==> src/rtl/multicycle_ctrl_pkg.sv <==
// Shared encodings for the multicycle MIPS control path: FSM states, ALU op codes,
// opcode/funct values and instruction classes.
package multicycle_ctrl_pkg;

  typedef enum logic [2:0] {
    StFetch  = 3'd0,
    StDecode = 3'd1,
    StExec   = 3'd2,
    StMem    = 3'd3,
    StWb     = 3'd4,
    StTrap   = 3'd5
  } state_e;

  typedef enum logic [2:0] {
    AluAdd  = 3'd0,
    AluSub  = 3'd1,
    AluAnd  = 3'd2,
    AluOr   = 3'd3,
    AluSlt  = 3'd4,
    AluSltu = 3'd5
  } alu_op_e;

  typedef enum logic [3:0] {
    ClsNop,
    ClsRAlu,
    ClsIAlu,
    ClsLw,
    ClsSw,
    ClsBeq,
    ClsBne,
    ClsJ,
    ClsJal,
    ClsJr,
    ClsIllegal
  } ins_class_e;

  localparam logic [5:0] OpRtype = 6'h00;
  localparam logic [5:0] OpJ     = 6'h02;
  localparam logic [5:0] OpJal   = 6'h03;
  localparam logic [5:0] OpBeq   = 6'h04;
  localparam logic [5:0] OpBne   = 6'h05;
  localparam logic [5:0] OpAddi  = 6'h08;
  localparam logic [5:0] OpAddiu = 6'h09;
  localparam logic [5:0] OpSlti  = 6'h0a;
  localparam logic [5:0] OpSltiu = 6'h0b;
  localparam logic [5:0] OpLw    = 6'h23;
  localparam logic [5:0] OpSw    = 6'h2b;

  localparam logic [5:0] FnJr   = 6'h08;
  localparam logic [5:0] FnAdd  = 6'h20;
  localparam logic [5:0] FnAddu = 6'h21;
  localparam logic [5:0] FnSub  = 6'h22;
  localparam logic [5:0] FnSubu = 6'h23;
  localparam logic [5:0] FnAnd  = 6'h24;
  localparam logic [5:0] FnOr   = 6'h25;
  localparam logic [5:0] FnSlt  = 6'h2a;
  localparam logic [5:0] FnSltu = 6'h2b;

  localparam logic [1:0] PcSrcSeq    = 2'd0;
  localparam logic [1:0] PcSrcBranch = 2'd1;
  localparam logic [1:0] PcSrcJump   = 2'd2;
  localparam logic [1:0] PcSrcReg    = 2'd3;

  localparam logic [1:0] WbSelAlu = 2'd0;
  localparam logic [1:0] WbSelMem = 2'd1;
  localparam logic [1:0] WbSelPc4 = 2'd2;

  // Control-transfer classes finish (and retire) in EXEC.
  function automatic logic retires_in_exec(ins_class_e c);
    return (c == ClsBeq) || (c == ClsBne) || (c == ClsJ) || (c == ClsJal) || (c == ClsJr);
  endfunction

endpackage

==> src/rtl/multicycle_ctrl_decode.sv <==
// Combinational instruction decoder: classifies the IR contents and derives the
// ALU operation, operand-B select and legality.
module mc_ctrl_decode
  import multicycle_ctrl_pkg::*;
(
  input  logic [31:0] ins_i,
  output ins_class_e  cls_o,
  output alu_op_e     alu_op_o,
  output logic        alu_src_b_o,
  output logic        legal_o
);

  logic [5:0] opcode;
  logic [5:0] funct;

  assign opcode = ins_i[31:26];
  assign funct  = ins_i[5:0];

  always_comb begin
    cls_o       = ClsIllegal;
    alu_op_o    = AluAdd;
    alu_src_b_o = 1'b0;
    if (ins_i == '0) begin
      cls_o = ClsNop;
    end else begin
      case (opcode)
        OpRtype: begin
          cls_o = ClsRAlu;
          case (funct)
            FnAdd, FnAddu: alu_op_o = AluAdd;
            FnSub, FnSubu: alu_op_o = AluSub;
            FnAnd:         alu_op_o = AluAnd;
            FnOr:          alu_op_o = AluOr;
            FnSlt:         alu_op_o = AluSlt;
            FnSltu:        alu_op_o = AluSltu;
            FnJr:          cls_o    = ClsJr;
            default:       cls_o    = ClsIllegal;
          endcase
        end
        OpAddi, OpAddiu: begin
          cls_o       = ClsIAlu;
          alu_src_b_o = 1'b1;
        end
        OpSlti: begin
          cls_o       = ClsIAlu;
          alu_op_o    = AluSlt;
          alu_src_b_o = 1'b1;
        end
        OpSltiu: begin
          cls_o       = ClsIAlu;
          alu_op_o    = AluSltu;
          alu_src_b_o = 1'b1;
        end
        OpLw: begin
          cls_o       = ClsLw;
          alu_src_b_o = 1'b1;
        end
        OpSw: begin
          cls_o       = ClsSw;
          alu_src_b_o = 1'b1;
        end
        OpBeq: begin
          cls_o    = ClsBeq;
          alu_op_o = AluSub;
        end
        OpBne: begin
          cls_o    = ClsBne;
          alu_op_o = AluSub;
        end
        OpJ:     cls_o = ClsJ;
        OpJal:   cls_o = ClsJal;
        default: cls_o = ClsIllegal;
      endcase
    end
    legal_o = (cls_o != ClsIllegal);
  end

endmodule

==> src/rtl/multicycle_ctrl.sv <==
// Main control FSM of the multicycle MIPS core: sequences fetch/decode/exec/mem/wb,
// drives all datapath write strobes, counts retired instructions and traps on
// illegal opcodes. Define MC_CTRL_MEM_WAIT_EN to stall MEM until MemRdy.
module multicycle_ctrl
  import multicycle_ctrl_pkg::*;
#(
  parameter int unsigned CNT_W = 32
) (
  input  logic             CLK,
  input  logic             RST,
  input  logic             Run,
  input  logic [31:0]      Ins,
  input  logic             Zero,
  input  logic             MemRdy,
  output logic             PcWe,
  output logic [1:0]       PcSrc,
  output logic             IrWe,
  output logic             RegWe,
  output logic [1:0]       WbSel,
  output logic             MemRe,
  output logic             MemWe,
  output logic             AluSrcB,
  output logic [2:0]       AluOp,
  output logic [2:0]       State,
  output logic             Illegal,
  output logic [CNT_W-1:0] InsCount
);

  state_e           state_q, state_d;
  logic             retire;
  logic             mem_done;
  logic [CNT_W-1:0] cnt_q;
  ins_class_e       cls;
  alu_op_e          alu_op;
  logic             alu_src_b;
  logic             legal;

  mc_ctrl_decode u_decode (
    .ins_i       (Ins),
    .cls_o       (cls),
    .alu_op_o    (alu_op),
    .alu_src_b_o (alu_src_b),
    .legal_o     (legal)
  );

`ifdef MC_CTRL_MEM_WAIT_EN
  assign mem_done = MemRdy;
`else
  logic unused_mem_rdy;
  assign unused_mem_rdy = MemRdy;
  assign mem_done       = 1'b1;
`endif

  always_ff @(posedge CLK) begin
    if (RST) begin
      state_q <= StFetch;
      cnt_q   <= '0;
    end else begin
      state_q <= state_d;
      if (retire) begin
        cnt_q <= cnt_q + CNT_W'(1);
      end
    end
  end

  always_comb begin
    state_d = state_q;
    retire  = 1'b0;
    case (state_q)
      StFetch: begin
        if (Run) begin
          state_d = StDecode;
        end
      end
      StDecode: begin
        if (cls == ClsNop) begin
          state_d = StFetch;
          retire  = 1'b1;
        end else if (!legal) begin
          state_d = StTrap;
        end else begin
          state_d = StExec;
        end
      end
      StExec: begin
        if (retires_in_exec(cls)) begin
          state_d = StFetch;
          retire  = 1'b1;
        end else if (cls == ClsLw || cls == ClsSw) begin
          state_d = StMem;
        end else begin
          state_d = StWb;
        end
      end
      StMem: begin
        if (mem_done) begin
          if (cls == ClsSw) begin
            state_d = StFetch;
            retire  = 1'b1;
          end else begin
            state_d = StWb;
          end
        end
      end
      StWb: begin
        state_d = StFetch;
        retire  = 1'b1;
      end
      StTrap:  state_d = StTrap;
      default: state_d = StFetch;
    endcase
  end

  always_comb begin
    PcWe    = 1'b0;
    PcSrc   = PcSrcSeq;
    IrWe    = 1'b0;
    RegWe   = 1'b0;
    WbSel   = WbSelAlu;
    MemRe   = 1'b0;
    MemWe   = 1'b0;
    AluSrcB = 1'b0;
    AluOp   = AluAdd;
    // ALU controls stay valid through MEM/WB so the address/result stays stable.
    if (state_q == StExec || state_q == StMem || state_q == StWb) begin
      AluSrcB = alu_src_b;
      AluOp   = alu_op;
    end
    case (state_q)
      StFetch: begin
        if (Run) begin
          MemRe = 1'b1;
          IrWe  = 1'b1;
          PcWe  = 1'b1;
        end
      end
      StExec: begin
        case (cls)
          ClsBeq: begin
            PcWe  = Zero;
            PcSrc = PcSrcBranch;
          end
          ClsBne: begin
            PcWe  = !Zero;
            PcSrc = PcSrcBranch;
          end
          ClsJ: begin
            PcWe  = 1'b1;
            PcSrc = PcSrcJump;
          end
          ClsJal: begin
            PcWe  = 1'b1;
            PcSrc = PcSrcJump;
            RegWe = 1'b1;
            WbSel = WbSelPc4;
          end
          ClsJr: begin
            PcWe  = 1'b1;
            PcSrc = PcSrcReg;
          end
          default: ;
        endcase
      end
      StMem: begin
        MemRe = (cls == ClsLw);
        MemWe = (cls == ClsSw);
      end
      StWb: begin
        RegWe = 1'b1;
        WbSel = (cls == ClsLw) ? WbSelMem : WbSelAlu;
      end
      default: ;
    endcase
    if (RST) begin
      PcWe  = 1'b0;
      IrWe  = 1'b0;
      RegWe = 1'b0;
      MemRe = 1'b0;
      MemWe = 1'b0;
    end
  end

  assign State    = state_q;
  assign Illegal  = (state_q == StTrap);
  assign InsCount = cnt_q;

endmodule
==> config.mk <==
export PLATFORM = sky130hd
export DESIGN_NAME = multicycle_ctrl
export DESIGN_NICKNAME = d
export VERILOG_FILES = /design/src/rtl/multicycle_ctrl_pkg.sv /design/src/rtl/multicycle_ctrl_decode.sv /design/src/rtl/multicycle_ctrl.sv
export SDC_FILE = /design/constraint.sdc
export NUM_CORES = 1
export LEC_CHECK = 0
export ABC_AREA = 0
export BUFFER_PORTS_ARGS = -buffer_cell sky130_fd_sc_hd__buf_2
export CAP_MARGIN = 5
export CORE_MARGIN = 3
export CORE_UTILIZATION = 50
export CTS_BUF_LIST = sky130_fd_sc_hd__clkbuf_8
export CTS_CLUSTER_SIZE = 40
export DETAILED_ROUTE_END_ITERATION = 10
export GPL_TIMING_DRIVEN = 0
export PLACE_DENSITY_LB_ADDON = 0.2
export RECOVER_POWER = 100
export SYNTH_ARGS = -nofsm -noshare
export SYNTH_HDL_FRONTEND = slang
export SYNTH_SLANG_ARGS = --single-unit
==> constraint.sdc <==
create_clock -name CLK -period 2.2 [get_ports CLK]
set_input_delay 0.22 -clock CLK [delete_from_list [all_inputs] [get_ports CLK]]
set_output_delay 0.22 -clock CLK [all_outputs]
set_load 0.03 [all_outputs]
==> reports/qor.txt <==
H-tree depth = 2
Hold Vio Cnt, Final = 0
pin count of the biggest net entering global routing = 11
Seq/Total Area, Yosys = 25.9%
CP Data Arrival Time = 2280 ps
Period minus WS final = 2100 ps
final setup fails = 0
wire per inst = 14.1 µm
CTS clk-pin slew, worst paths = 70 ps
synthesized flop and latch total = 35
Site Rows = 26
Avg Cell Area, Syn = 7.95 µm²
total negative slack = 0 ps
hold buffers post-CTS = 0
leakage = 1.29 nW
Post-Synthesis Cells = 340
IO Count = 86
global-route usage over all layers = 22.2%
run status = finished clean
Max Cap Viol = 0
Core Box Area = 5170 µm²
GP Congestion = 0.861
Max Clock Skew = 4.29 ps
routed vias = 2821
Worst VDD drop = 0.000284 V
clock network power share = 34.1%
leading post-synthesis cells by cell area = dfxtp_1 26%, mux2_2 9.2%, nor2b_1 7.9%
Die Y = 79.5 µm
worst setup margin = 101 ps
Setup crit end kind = flip-flop
Max Clock Freq = 476 MHz
power density over cell area = 398 nW/µm²
Max Slew Vio Count = 0
Async SR Flop Fraction = 0%
logic gate share of total power = 16.7%
Die Width = 79.5 µm
kind of critical path = reg2reg
Synth Warn # = 0
clk root buf = clkbuf_8
initial drt markers = 172
vias in the first global route = 2594
final net count = 468
Least-Margin Pin Slew = 531 ps
Tcrit/Tclk final = 95.4%
DRT antenna net count = 0
filler cell count = 485
syn_nets = 378
starting density of the core = 52.2%
CTS sink cnt = 35
Vias/cell = 5.63
Pint = 933 µW
die area = 6320 µm²
Primary FF master, synth = dfxtp_1
initial antenna violation count = 0
Startpoint Class = flip-flop
first-pass GRT wire length = 11500 µm
DRT Pass-1 Iters = 4
Clock Tree Buf Depth = 2
post-synth top area cell = dfxtp_1
worst hold path type = in2reg
share of the synthesized area in the top cell type = 25.9%
TritonCTS clock tree = yes
grt total ovfl = 0
layout cells sized above 1 = 28.5%
Mapped Area = 2700 µm²
Layout area overhead = 21.7%
port bufs = 83
total CTS buffers = 5
DP HPWL = 5210 µm
CP max FO = 9
clk_lat worst skew = 290 ps
Synth cell types = 60
worst path required time = 2390 ps
max_slew headroom = 64.6%
residual DRC count = 0
Psw = 375 µW
Switching Fraction = 28.7%
antenna diode count = 0
Flop pwr share = 49.2%
final wirelength = 7070 µm
Post-synth EDFFs = 0
Place WS = -205 ps
[kinds of logic after synthesis]
family          after synthesis  synth area share, %
compound gates               62                 15.4
mux                          31                 14.0
xor+xnor                      2                0.648
simple gates                183                 38.0
fa+ha+maj                     1                0.463
flops                        35                 25.9
buf+inv                      26                 5.60
[layout by cell type (no fill, tap or decap), types with 5 or more instances in the layout]
cell type  count
nand2_1       15
and4_1         5
o21ai_0        8
nor3_1         8
nand4_1       10
a21oi_2        9
inv_1          7
nor2_1        46
a21oi_1       23
dfxtp_2        6
dfxtp_1       29
mux2_2        22
clkbuf_8       5
nor2b_1       33
clkbuf_1      49
nor4_1         6
nand3_1       19
and3_1         6
mux2_4         8
buf_2         46
[state kept, by name, indices dropped and copies added (netlist names)]
register and cells:
State 3, InsCount 32
[Yosys cell counts, types with 2 or more instances]
master    instances
dfxtp_1          35
a21oi_1          24
nor3_1            8
nor2_1           46
o21ai_0           8
or3_1             2
or2_2             2
nor2b_1          34
nor3_2            2
a221oi_1          2
xnor2_1           2
a211oi_2          2
nand4_1          10
clkbuf_1          9
nor3b_1           2
mux2_4            8
a21o_1            2
buf_6             4
nand2_1          15
a21oi_2           8
clkbuf_2          2
and3_1            7
inv_1             5
buf_2             4
o21bai_1          2
and3b_1           2
mux2_2           22
and4_1            5
and2b_1           2
nor4_1            7
nand3b_1          3
nand2b_1          5
nand3_1          19
and2_1            4
[power by group through the flow]
stage          logic, mW  registers [mW]  clock network (mW)
6_report           0.218           0.644               0.446
5_1_grt            0.240           0.644               0.478
4_1_cts            0.219           0.643               0.454
3_5_place_dp       0.217           0.657                   0
3_3_place_gp       0.215           0.657                   0
2_1_floorplan      0.129           0.666                   0
[final cells by class]
class	instances	area, µm²	area share, %
clock inverter	3	12.5	0.380
buffer	19	125	3.80
multi-input combinational	279	1890	57.4
tap	70	87.6	2.66
sequential	35	708	21.5
timing repair buffer	85	379	11.5
clock buffer	5	68.8	2.09
inverter	5	18.8	0.571
[worst paths after layout]
check               startpoint            to  slack [ps]  cells past startpoint
setup / recovery  InsCount[13]  InsCount[31]         100                      7
setup reg to reg  InsCount[13]  InsCount[31]         100                      7
hold / removal             Run      State[1]         470                      5
hold reg to reg    InsCount[1]   InsCount[1]         500                      2
[critical path: stages (launching register included)]
cell      delay (ps)
dfxtp_1          400
and4_1           260
and3_2           240
and4_1           200
buf_2            200
nand3_1          110
a211oi_2         230
mux2_2           350
[metal layers]
layer | part of all wire, % | vias up | GRT usage, %
li1 | - | 1405 | -
met1 | 44 | 1334 | 28.5
met2 | 50 | 74 | 37.7
met3 | 5.3 | 8 | 3.50
met4 | 0.95 | 0 | 7.04
met5 | 0 | - | 0
[timing repair]
item / in CTS / in global routing
gates resized for setup: 3 / 13
endpoints found under the setup margin: 23 / 36
setup buffers: 0 / 2
pin swaps: 0 / 3
[metrics by stage]
stage	hold WS, ps	std cells	power (mW)	util [%]	area, µm²
global route	533	501	1.36	63.6	3290
finish	465	501	1.31	63.6	3290
global placement	480	493	0.872	62.1	3210
floorplan	514	340	0.795	-	2710
CTS	458	500	1.32	64.0	3310
detailed placement	492	493	0.874	62.1	3210
Power figures use the tool's default switching activity.
